`src/rtl/ucie_ctl_sb_packet_framer_if.sv`:
```
// Sideband message request and packet-beat stream between a controller and the framer.
interface ucie_ctl_sb_packet_framer_if;
  logic        i_start;
  logic [4:0]  i_opcode;
  logic [7:0]  i_msgcode;
  logic [7:0]  i_subcode;
  logic [15:0] i_msginfo;
  logic [63:0] i_data;
  logic [1:0]  i_sel_data;
  logic        i_ignore_data2;
  logic [31:0] o_pkt_beat;
  logic        o_pkt_valid;
  logic        i_pkt_ready;
  logic        o_busy;
  logic        o_done;
  logic        o_overrun;

  modport master (
    output i_start, i_opcode, i_msgcode, i_subcode, i_msginfo, i_data,
           i_sel_data, i_ignore_data2, i_pkt_ready,
    input  o_pkt_beat, o_pkt_valid, o_busy, o_done, o_overrun
  );

  modport slave (
    input  i_start, i_opcode, i_msgcode, i_subcode, i_msginfo, i_data,
           i_sel_data, i_ignore_data2, i_pkt_ready,
    output o_pkt_beat, o_pkt_valid, o_busy, o_done, o_overrun
  );
endinterface

```
`src/rtl/ucie_ctl_sb_packet_framer.sv`:
```
// Frames a sideband message into 2-4 beats (two headers plus optional payload dwords)
// with control/data parity, valid/ready backpressure, done pulse and sticky overrun.
module ucie_ctl_sb_packet_framer #(
  parameter int unsigned BEAT_W = 32
) (
  input logic                     i_clk,
  input logic                     i_rst,
  ucie_ctl_sb_packet_framer_if.slave sb
);

  typedef enum logic [2:0] {IDLE, HDR0, HDR1, DATA0, DATA1} state_t;

  state_t state, state_nxt;

  logic [BEAT_W-1:0] hdr0_in, hdr1_in, d0_in, d1_in;
  logic              has_d0_in, has_d1_in, dp_in, cp_in;

  logic [BEAT_W-1:0] hdr1_q, d0_q, d1_q;
  logic              has_d0_q, has_d1_q;

  logic [BEAT_W-1:0] beat_q, beat_nxt;
  logic              valid_q, valid_nxt;
  logic              busy_q, busy_nxt;
  logic              done_q, done_nxt;
  logic              overrun_q, overrun_nxt;

  logic start_ok, accept;

  // A start in the done cycle is still a collision even though the FSM is already IDLE.
  assign start_ok = sb.i_start && (state == IDLE) && !done_q;
  assign accept   = valid_q && sb.i_pkt_ready;

  // Build the whole packet from the live inputs so HDR0 can be presented one cycle after start.
  always_comb begin
    has_d0_in = (sb.i_sel_data == 2'b01) || (sb.i_sel_data == 2'b10);
    has_d1_in = (sb.i_sel_data == 2'b01);
    d0_in     = sb.i_data[31:0];
    d1_in     = sb.i_ignore_data2 ? 32'h0 : sb.i_data[63:32];
    dp_in     = (has_d0_in & (^d0_in)) ^ (has_d1_in & (^d1_in));
    hdr0_in   = {sb.i_msginfo, sb.i_msgcode, 3'b000, sb.i_opcode};
    cp_in     = (^hdr0_in) ^ (^sb.i_subcode);
    hdr1_in   = {dp_in, cp_in, 22'h0, sb.i_subcode};
  end

  always_ff @(posedge i_clk or posedge i_rst) begin
    if (i_rst) state <= IDLE;
    else       state <= state_nxt;
  end

  always_comb begin
    state_nxt = state;
    unique case (state)
      IDLE:    if (start_ok) state_nxt = HDR0;
      HDR0:    if (accept)   state_nxt = HDR1;
      HDR1:    if (accept)   state_nxt = has_d0_q ? DATA0 : IDLE;
      DATA0:   if (accept)   state_nxt = has_d1_q ? DATA1 : IDLE;
      DATA1:   if (accept)   state_nxt = IDLE;
      default:               state_nxt = IDLE;
    endcase
  end

  // Outputs are registered, so they are computed from the state being entered.
  always_comb begin
    beat_nxt    = beat_q;
    valid_nxt   = (state_nxt != IDLE);
    done_nxt    = accept && (state_nxt == IDLE);
    busy_nxt    = (state_nxt != IDLE) || done_nxt;
    overrun_nxt = overrun_q || (sb.i_start && !((state == IDLE) && !done_q));
    if (start_ok) begin
      beat_nxt = hdr0_in;
    end else if (accept) begin
      unique case (state_nxt)
        HDR1:    beat_nxt = hdr1_q;
        DATA0:   beat_nxt = d0_q;
        DATA1:   beat_nxt = d1_q;
        default: beat_nxt = '0;
      endcase
    end
  end

  always_ff @(posedge i_clk or posedge i_rst) begin
    if (i_rst) begin
      beat_q    <= '0;
      valid_q   <= 1'b0;
      busy_q    <= 1'b0;
      done_q    <= 1'b0;
      overrun_q <= 1'b0;
      hdr1_q    <= '0;
      d0_q      <= '0;
      d1_q      <= '0;
      has_d0_q  <= 1'b0;
      has_d1_q  <= 1'b0;
    end else begin
      beat_q    <= beat_nxt;
      valid_q   <= valid_nxt;
      busy_q    <= busy_nxt;
      done_q    <= done_nxt;
      overrun_q <= overrun_nxt;
      if (start_ok) begin
        hdr1_q   <= hdr1_in;
        d0_q     <= d0_in;
        d1_q     <= d1_in;
        has_d0_q <= has_d0_in;
        has_d1_q <= has_d1_in;
      end
    end
  end

  assign sb.o_pkt_beat  = beat_q;
  assign sb.o_pkt_valid = valid_q;
  assign sb.o_busy      = busy_q;
  assign sb.o_done      = done_q;
  assign sb.o_overrun   = overrun_q;

endmodule

```
`src/flat_wrapper.sv`:
```
// flat-port wrapper written by rule: the top's interface ports become plain ports
module ucie_ctl_sb_packet_framer_flat 
#(
  parameter int unsigned BEAT_W = 32
)
  (i_clk, i_rst, sb_i_start, sb_i_opcode, sb_i_msgcode, sb_i_subcode, sb_i_msginfo, sb_i_data, sb_i_sel_data, sb_i_ignore_data2, sb_i_pkt_ready, sb_o_pkt_beat, sb_o_pkt_valid, sb_o_busy, sb_o_done, sb_o_overrun);
  ucie_ctl_sb_packet_framer_if sb_i ();
  input logic i_clk;
  input logic i_rst;
  input wire logic [$bits(sb_i.i_start)-1:0] sb_i_start;
  input wire logic [$bits(sb_i.i_opcode)-1:0] sb_i_opcode;
  input wire logic [$bits(sb_i.i_msgcode)-1:0] sb_i_msgcode;
  input wire logic [$bits(sb_i.i_subcode)-1:0] sb_i_subcode;
  input wire logic [$bits(sb_i.i_msginfo)-1:0] sb_i_msginfo;
  input wire logic [$bits(sb_i.i_data)-1:0] sb_i_data;
  input wire logic [$bits(sb_i.i_sel_data)-1:0] sb_i_sel_data;
  input wire logic [$bits(sb_i.i_ignore_data2)-1:0] sb_i_ignore_data2;
  input wire logic [$bits(sb_i.i_pkt_ready)-1:0] sb_i_pkt_ready;
  output wire logic [$bits(sb_i.o_pkt_beat)-1:0] sb_o_pkt_beat;
  output wire logic [$bits(sb_i.o_pkt_valid)-1:0] sb_o_pkt_valid;
  output wire logic [$bits(sb_i.o_busy)-1:0] sb_o_busy;
  output wire logic [$bits(sb_i.o_done)-1:0] sb_o_done;
  output wire logic [$bits(sb_i.o_overrun)-1:0] sb_o_overrun;
  assign sb_i.i_start = sb_i_start;
  assign sb_i.i_opcode = sb_i_opcode;
  assign sb_i.i_msgcode = sb_i_msgcode;
  assign sb_i.i_subcode = sb_i_subcode;
  assign sb_i.i_msginfo = sb_i_msginfo;
  assign sb_i.i_data = sb_i_data;
  assign sb_i.i_sel_data = sb_i_sel_data;
  assign sb_i.i_ignore_data2 = sb_i_ignore_data2;
  assign sb_i.i_pkt_ready = sb_i_pkt_ready;
  assign sb_o_pkt_beat = sb_i.o_pkt_beat;
  assign sb_o_pkt_valid = sb_i.o_pkt_valid;
  assign sb_o_busy = sb_i.o_busy;
  assign sb_o_done = sb_i.o_done;
  assign sb_o_overrun = sb_i.o_overrun;
  ucie_ctl_sb_packet_framer #(.BEAT_W(BEAT_W)) u_core (.i_clk(i_clk), .i_rst(i_rst), .sb(sb_i));
endmodule
```
`config.mk`:
```
export PLATFORM = sky130hd
export DESIGN_NAME = ucie_ctl_sb_packet_framer_flat
export DESIGN_NICKNAME = d
export VERILOG_FILES = /design/src/rtl/ucie_ctl_sb_packet_framer_if.sv /design/src/rtl/ucie_ctl_sb_packet_framer.sv /design/src/flat_wrapper.sv
export SDC_FILE = /design/constraint.sdc
export NUM_CORES = 1
export LEC_CHECK = 0
export BUFFER_PORTS_ARGS = -buffer_cell sky130_fd_sc_hd__buf_2
export CORE_MARGIN = 3
export CORE_UTILIZATION = 50
export CTS_BUF_LIST = sky130_fd_sc_hd__clkbuf_8
export DETAILED_ROUTE_END_ITERATION = 10
export PLACE_DENSITY = 0.75
export RECOVER_POWER = 25
export REMOVE_ABC_BUFFERS = 1
export SETUP_SLACK_MARGIN = 0.15
export SYNTH_ARGS = -nofsm -noshare
export SYNTH_HDL_FRONTEND = slang
export SYNTH_SLANG_ARGS = --single-unit
```
`constraint.sdc`:
```
create_clock -name i_clk -period 3.1 [get_ports i_clk]
set_input_delay 0.155 -clock i_clk [delete_from_list [all_inputs] [get_ports i_clk]]
set_output_delay 0.155 -clock i_clk [all_outputs]
set_load 0.02 [all_outputs]
```
# Word level (Yosys, flattened, before mapping)
# Index checks and enable logic that the tools add are counted.
[word_totals] reg_bits=115 in_bits=108 word_cells=55
[classes] n_eq_ne=9 n_mux=12 n_bitwise=4 reduce_logical=19
[op_table] operator="$mux W32" count=3
[op_table] operator="$pmux W32 S3" count=1
[op_table] operator="$reduce_xor A32 Y1" count=3
[op_table] operator="$mux W3" count=6
[op_table] operator="$pmux W3 S5" count=1
[op_table] operator="$eq A3 B2 Y1 const B" count=4
[op_table] operator="$reduce_xor A8 Y1" count=1
[op_table] operator="$eq A3 B3 Y1 const B" count=2
[op_table] operator="$logic_and A1 B1 Y1" count=6
[op_table] operator="$logic_not A3 Y1" count=2
[op_table] operator="$eq A3 B1 Y1 const B" count=1
[op_table] operator="$logic_or A1 B1 Y1" count=3
[op_table] operator="$reduce_bool A3 Y1" count=1
[op_table] operator="$and A1 B1 Y1" count=2
[op_table] operator="$eq A2 B1 Y1 const B" count=1
[op_table] operator="$eq A2 B2 Y1 const B" count=1
[op_table] operator="$logic_not A1 Y1" count=2
[op_table] operator="$mux W2" count=1
[op_table] operator="$reduce_bool A2 Y1" count=1
[op_table] operator="$xor A1 B1 Y1" count=2

# Logic depth before layout (Yosys ltp)
# Gate-level depths: netlist of run 1.
[logic_depth] ltp_word=9 ltp_mapped=11

# Worst setup path after synthesis of run 1
# OpenSTA, ideal clock, no wires.
[synth_timing] path_kind="reg2reg" startpoint="reg u_core.state[0]" endpoint="reg u_core.beat_q[0], in the netlist u_core.sb.o_pkt_beat[0]" setup_time_ps=135 arrival_time_ps=1882 slack_ps=1083 stages_incl_launch_ff=12 path_cell_list="dfrtp_1 buf_4 nor4_2 and2_1 buf_4 a31oi_2 o22ai_4 buf_8 mux2i_1 nor2_1 a21oi_1 o22ai_1"
[synth_via] elab_chain_cells=9 elab_cells_between_ends=20
[synth_lines] element="start, declared" line="ucie_ctl_sb_packet_framer.sv:13" text="state_t state, state_nxt;"
[synth_lines] element="start signal, assigned" line="ucie_ctl_sb_packet_framer.sv:47" text="else state <= state_nxt;"
[synth_lines] element="$logic_not A3 Y1" line="ucie_ctl_sb_packet_framer.sv:30, ucie_ctl_sb_packet_framer.sv:52"
[synth_lines] element="$logic_and A1 B1 Y1 (2 in series)" line="ucie_ctl_sb_packet_framer.sv:30" text="assign start_ok = sb.i_start && (state == IDLE) && !done_q;"
[synth_lines] element="$mux W3" line="ucie_ctl_sb_packet_framer.sv:53" text="IDLE: if (start_ok) state_nxt = HDR0;"
[synth_lines] element="$pmux W3 S5 (*)" line="ucie_ctl_sb_packet_framer.sv:52" text="unique case (state)"
[synth_lines] element="named net u_core.state_nxt[0]" line="ucie_ctl_sb_packet_framer.sv:13"
[synth_lines] element="$eq A3 B3 Y1 or $eq A3 B2 Y1 (tied branches)" line="ucie_ctl_sb_packet_framer.sv:72" text="unique case (state_nxt)"
[synth_lines] element="$pmux W32 S3 (*)" line="ucie_ctl_sb_packet_framer.sv:72"
[synth_lines] element="$mux W32 (*)" line="ucie_ctl_sb_packet_framer.sv:71" text="end else if (accept) begin"
[synth_lines] element="$mux W32 (*)" line="ucie_ctl_sb_packet_framer.sv:69" text="if (start_ok) begin"
[synth_lines] element="end signal, assigned" line="ucie_ctl_sb_packet_framer.sv:94" text="beat_q <= beat_nxt;"
[synth_lines] element="end, declared" line="ucie_ctl_sb_packet_framer.sv:21" text="logic [BEAT_W-1:0] beat_q, beat_nxt;"
# The timed path passes the listed nets; every way through them passes the cells marked *. The select of a mux whose other input is x is not followed.
# A chain may end at the register's enable or synchronous reset.

# Final worst setup path of run 1
[layout_timing] startpoint="reg u_core.state[2]" endpoint="reg u_core.beat_q[2], in the netlist u_core.sb.o_pkt_beat[2]"
[layout_via] elab_chain_cells=9 elab_cells_between_ends=20
[layout_lines] element="$logic_not A3 Y1" line="ucie_ctl_sb_packet_framer.sv:30, ucie_ctl_sb_packet_framer.sv:52"
[layout_lines] element="$logic_and A1 B1 Y1 (2 in series)" line="ucie_ctl_sb_packet_framer.sv:30"
[layout_lines] element="$mux W3" line="ucie_ctl_sb_packet_framer.sv:53"
[layout_lines] element="$pmux W3 S5" line="ucie_ctl_sb_packet_framer.sv:52"
[layout_lines] element="$eq A3 B3 Y1 or $eq A3 B2 Y1 (tied branches)" line="ucie_ctl_sb_packet_framer.sv:72"
[layout_lines] element="$pmux W32 S3" line="ucie_ctl_sb_packet_framer.sv:72"
[layout_lines] element="$mux W32" line="ucie_ctl_sb_packet_framer.sv:71"
[layout_lines] element="$mux W32" line="ucie_ctl_sb_packet_framer.sv:69"
# Several ways; a longest one is shown, not always the timed one. The select of a mux whose other input is x is not followed.

==> results of run 1 <==
through the flow:
step | setup slack (ps) | instances
2_1_floorplan | -993 | 617
3_3_place_gp | 590 | 911
4_1_cts | 428 | 1013
5_1_grt | 120 | 1013
6_report | 403 | 1013
3_5_place_dp | 460 | 911
layout make-up:
cell class	count	area share (%)
repair buffers	222	19.0
inverters	5	0.238
clock buffers	19	3.32
multi-input cells	497	36.3
flip-flops and latches	115	36.6
well taps	143	2.27
clock inverters	12	2.38
cells by family (layout without fill, tap and decap cells):
kind of cell    count (synthesis)  after routing
simple gates                  283            283
mux                            10             10
buf+inv                        46            258
compound gates                104            104
xor+xnor                       99             99
fa+ha+maj                       1              1
flops                         115            115
power groups by stage:
stage	Sequential (uW)	Combinational, uW	Clock [uW]
2_1_floorplan	2730	1720	0
3_3_place_gp	2570	2640	0
3_5_place_dp	2610	2740	0
4_1_cts	2590	2820	1610
5_1_grt	2670	3150	1670
6_report	2600	2830	1600
routing by layer:
layer | up-vias | wire (um) | part of all wire, %
li1 | 2564 | - | -
met1 | 2624 | 7060 | 40
met2 | 270 | 8640 | 50
met3 | 46 | 1250 | 7.2
met4 | 0 | 479 | 2.7
met5 | - | 0 | 0
sequential cells by signal (all words and copies together) (netlist names):
signal / count
u_core.d1_q: 32
u_core.has_d0_q: 1
u_core.d0_q: 32
u_core.sb.o_done: 1
u_core.sb.o_pkt_valid: 1
u_core.hdr1_q: 10
u_core.state: 3
u_core.sb.o_busy: 1
u_core.has_d1_q: 1
u_core.sb.o_pkt_beat: 32
u_core.sb.o_overrun: 1
critical path: stages (launching register included):
cell	delay, ps
dfrtp_1	460
nor4_2	500
and2_4	400
a21oi_1	110
o22ai_4	480
mux2i_1	300
nor2_1	80
a21oi_1	160
o22ai_1	90
worst min-delay path by stage:
stage / startpoint / end / slack, ps / cells past startpoint
floorplan: sb_i_data[0] / u_core.d0_q[0] / 260 / 2
global placement: i_rst / u_core.d0_q[17] / 340 / 2
detailed placement: i_rst / u_core.d1_q[21] / 340 / 2
CTS: sb_i_msginfo[13] / u_core.sb.o_pkt_beat[29] / 0.4 / 3
global route: sb_i_msginfo[12] / u_core.sb.o_pkt_beat[28] / 10 / 3
finish: sb_i_data[33] / u_core.d1_q[1] / 7 / 3
cell usage after synthesis (all sizes together):
cell and count:
a22oi 22, inv 5, or2 1, nor2b 2
dfrtp 115, xnor2 86, nand2 193, o21bai 1
nand4 1, o22ai 30, ha 1, a211o 1
and3 1, mux2i 10, and2 2, nor3b 1
or3 1, xor2 13, nand3b 32, nor4 1
a21oi 43, o21ai 6, a31oi 1, buf 4
nor2 42, nand3 6, clkbuf 37
timing repair:
| item | CTS | global route |
|---|---|---|
| resized for setup | 0 | 0 |
| hold buffers | 71 | 0 |
| hold endpoints to repair | 131 | 0 |
==> run metrics, run 1 <==
Final min period 2700 ps; failing checks capacitance limit, slew limit; setup bufs post-CTS 0; worst endpoint data arrival time 3020 ps; row cnt 39; drc violations 0; critical path fanouts, max 25; Slew Limit Headroom -59.2%; CTS tree yes; Compound-Gate Fraction of Synth Area 10.8%; mux cell area share after synthesis 1.69%; total chip power 7030 uW; top cells by area, synth dfrtp_1 49%, xnor2_1 13%, nand2_1 12%; fraction of the yosys area taken by sequential cells 48.7%; Vias 5,504; layout cell share with drive strength beyond 1 20.8%; post-synth cell types 31; max-slew violation count 62; run status complete, but fails checks; Critical Path RT 3420 ps; synthesized area 5910 um2; Util after Layout 68.7%; total grt overflow 0; Layout Cell Area excl Fill 7870 um2; chip height 115 um; CTS HTree Levels 4; crit path kind flop to flop; RSZ-0062 raised after global routing false; leakage power 0.00382 uW; Worst-Margin Slew 2390 ps; DIE WIDTH 115 um; worst reg-to-reg path cell count 8; combinational power share 40.3%; post-synthesis area per instance 8.99 um2; # fillers 868; Hold WS 7.26 ps; antenna-violating nets left 0; initial antenna violation count 0; clk slew on worst S/H paths 70 ps; leading area contributor after synthesis dfrtp_1; commonest non-fill, non-tap cell in the layout nand2_1; switching pwr 2790 uW; IO buf count 143; Reg area 2880 um2; maximum clock insertion buffer count 2; Total GRT Usage 27.2%; crit path launch type flop; die area 13,200 um2; top-area cell type share of the netlist area 48.7%; Placed Area 6720 um2; Avg WL per Cell 17.2 um; Tightest Hold Check Type primary input to flop; P per Cell Area 893 nW/um2; largest net degree at the start of global routing 112; Initial Utilization 51.6%; routability congestion estimate from global placement 0.814; Worst Setup EP u_core.sb.o_pkt_beat[2]; root buffer cell clkbuf_8; VDD IR max 0.910 mV; main combinational cell family by area after synthesis simple AND/OR/NAND/NOR gates; Internal 4240 uW; most frequent cells in the layout 192 x nand2_1, 138 x buf_2, 115 x dfrtp_1, 86 x xnor2_1, 71 x dlygate4sd3_1; Clk Latency, worst-skew pair 440 ps; vias in the first global route 5,771; Clock power frac 22.7%; TritonCTS Buffers 17; Worst Clk Skew 10.7 ps; capturing point of the worst reg2reg path u_core.sb.o_pkt_beat[2]; Clock Sink Count 115; Tcrit/Tclk final 87.0%; Seq cells post-synth 115; final setup TNS 0 ps; # nets final 967; max cap viols 1; critical path capture point type flop; Critical path origin u_core.state[2]; core area 11,500 um2; 1st-iter DRT viols 417; final wirelength 17,400 um; Via density 5.43; final hold violation count 0; Cells after Synth 658; first-pass GRT wire length 28,100 um; R2R Path Start u_core.state[2]; met1 Usage GRT 34.7%; met2 Resource Use GR 45.3%; GR peak layer met2; post-synthesis adder-cell area fraction 0.212%; Detailed Routing Iterations Pass 1 6; Antenna diodes 0; XOR/XNOR Fraction of Synth Area 14.7%; Flop pwr share 37.0%; Net Sw Frac 39.7%; Syn. warnings 0; reg-to-reg slack, setup 400 ps; met3 usage 5.79%; # setup viols final 0; FMAX 371 MHz; Area Growth Syn to Fin 33.1%; # IOs 144; simple-gate share of the synthesized area 20.7%; Multi-input gate area 2860 um2; DP HPWL 10,700 um
Note: power is estimated with default switching activity, not from simulation.
==> run 2, diff against run 1 <==
--- a/config.mk
+++ b/config.mk
@@ -7,10 +7,10 @@
 export LEC_CHECK = 0
 export BUFFER_PORTS_ARGS = -buffer_cell sky130_fd_sc_hd__buf_2
 export CORE_MARGIN = 3
-export CORE_UTILIZATION = 50
-export CTS_BUF_LIST = sky130_fd_sc_hd__clkbuf_8
+export CORE_UTILIZATION = 49
+export CTS_BUF_LIST = sky130_fd_sc_hd__clkbuf_16
 export DETAILED_ROUTE_END_ITERATION = 10
-export PLACE_DENSITY = 0.75
+export PLACE_DENSITY = 0.74
 export RECOVER_POWER = 25
 export REMOVE_ABC_BUFFERS = 1
 export SETUP_SLACK_MARGIN = 0.15
==> run 2 against run 1 <==
The run still ends with capacitance limit, slew limit left. Wire length down 1.4%. Register-to-register slack improved by 30 ps. Clock power barely moved. Global-route usage down 0.78 points. Clock skew shrank 1.2 ps. Largest power group unchanged.
==> run metrics, run 2 (same netlist as run 1, synthesis figures left out) <==
max-slew violation count 76 (+23%); final wirelength 17,200 um (-1.4%); vias in the first global route 5,555 (-3.7%); Tcrit/Tclk final 86.0% (-0.95 points); met2 Resource Use GR 43.3% (-2.0 points); Worst Clk Skew 9.48 ps (-1.25 ps); Util after Layout 66.5% (-2.1 points); GR peak layer met2; Avg WL per Cell 17.2 um (-0.14%); Initial Utilization 50.9% (-0.65 points); maximum clock insertion buffer count 2 (unchanged); met1 Usage GRT 34.2% (-0.54 points); crit path kind flop to flop; Total GRT Usage 26.4% (-0.78 points); drc violations 0 (unchanged); commonest non-fill, non-tap cell in the layout nand2_1; family with the most delay on the worst path compound AO/OA/AOI/OAI gates; Via density 5.50 (+1.3%); final hold violation count 0 (unchanged); critical path capture point type flop; die area 13,400 um2 (+1.9%); # setup viols final 0 (unchanged); RSZ-0062 raised after global routing false; Final min period 2670 ps (-29.5 ps); Multi-input gate area 2860 um2 (unchanged); Tightest Hold Check Type primary input to flop; # IOs 144 (unchanged); most frequent cells in the layout 192 x nand2_1, 115 x dfrtp_1, 107 x buf_2, 86 x xnor2_1, 57 x dlygate4sd3_1; Slew Limit Headroom -3.22% (+56 points); FMAX 375 MHz (+1.1%); Vias 5,502 (-0.036%); leakage power 0.00368 uW (-3.6%); CP bufs+invs 0 (unchanged); max cap viols 1 (unchanged); layout cell share with drive strength beyond 1 16.9% (-3.9 points); CP max stage cell o22ai_4; total chip power 7000 uW (-0.39%); TritonCTS Buffers 17 (unchanged); Worst-Margin Slew 1550 ps (-837 ps); 1st-iter DRT viols 397 (-4.8%); Antenna diodes 0 (unchanged); CP most frequent cell a21oi_1; run status complete, but fails checks; setup bufs post-CTS 0 (unchanged); IO buf count 143 (unchanged); CTS HTree Levels 4 (unchanged); largest net degree at the start of global routing 112 (unchanged); failing checks capacitance limit, slew limit; first-pass GRT wire length 27,300 um (-2.6%); row cnt 39 (unchanged); CTS tree yes; crit-path max cell delay 510 ps (about the same); chip height 116 um (+0.96%); core area 11,600 um2 (+1.3%); Reg area 2880 um2 (unchanged); worst endpoint data arrival time 2950 ps (-70 ps); DP HPWL 11,000 um (+2.2%); root buffer cell clkbuf_16; Clk Latency, worst-skew pair 420 ps (-20 ps); VDD IR max 0.468 mV (-49%); P per Cell Area 907 nW/um2 (+1.5%); crit path launch type flop; Clock Sink Count 115 (unchanged); Area Growth Syn to Fin 30.6%; total grt overflow 0 (unchanged); cells along the critical path nor4_2 > and2_4 > a21oi_1 > o22ai_4 > mux2i_1 > nor2_1 > a21oi_1 > o22ai_1; Detailed Routing Iterations Pass 1 5 (-1); # nets final 954 (-1.3%); routability congestion estimate from global placement 0.809 (-0.55%); antenna-violating nets left 0 (unchanged); clk slew on worst S/H paths 50 ps (-20 ps); initial antenna violation count 0 (unchanged); DIE WIDTH 116 um (+0.96%); met3 usage 5.22% (-0.57 points); critical path fanouts, max 20 (-20%); Critical Path RT 3380 ps (-40 ps); # fillers 952 (+9.7%)
[run 2: changes by cell type in the layout (fill, tap and decap cells not counted), moves of 5 or more]
cell	previous run	this run
dlygate4sd3_1	71	57
clkbuf_16	0	17
clkbuf_8	19	0
bufinv_16	5	0
clkinv_1	0	5
buf_2	138	107
clkbuf_1	5	36
[run 2: cell type report]
class                      count  share of cell area, %
sequential                   115                   37.3
timing repair buffer         209                   16.9
clock inverter                14                  0.761
tap                          143                   2.32
multi-input combinational    497                   37.0
clock buffer                  17                   5.51
inverter                       5                  0.243
[run 2: final timing paths]
path	from	end	slack, ps	cells after the start
max	u_core.state[2]	u_core.sb.o_pkt_beat[4]	430	8
min	sb_i_data[37]	u_core.d1_q[5]	10	3
max reg2reg	u_core.state[2]	u_core.sb.o_pkt_beat[4]	430	8
min reg2reg	u_core.d1_q[24]	u_core.d1_q[24]	470	2
max in group asynchronous	i_rst	u_core.hdr1_q[2]	1250	4
min in group asynchronous	i_rst	u_core.sb.o_pkt_beat[20]	750	3
[run 2: power by group]
group,internal [uW],switching (uW),leakage (uW),total [uW]
registers,2190,425,0.00146,2610
clock network,975,648,0.000258,1620
logic,1020,1750,0.00196,2770
total,4180,2820,0.00368,7000
[run 2: metal layers]
layer	up-vias	wire length, um
met4	0	427
met3	36	1270
met1	2654	7130
met5	-	0
met2	268	8360
li1	2544	-
[run 2: repair_timing]
action | in CTS | in global routing
gates resized for setup | 0 | 0
hold endpoints to repair | 126 | 0
hold buffers | 57 | 0
[run 2: worst reg2reg max path, delay by kind of cell (launching register included)]
kind,cells,cell delay (ps)
muxes,1,250
AOI/OAI and AO/OA,4,920
DFF,1,450
and+or+nand+nor,3,920
[run 2: through the flow]
step	cells	TNS, ps	cell area [um2]	setup slack, ps	hold slack [ps]
floorplan	617	-43540	5740	-993	260
global placement	912	0	6720	598	374
detailed placement	912	0	6720	469	380
CTS	1000	0	7770	411	1.17
global route	1000	0	7720	207	16.7
finish	1000	0	7720	433	11.3
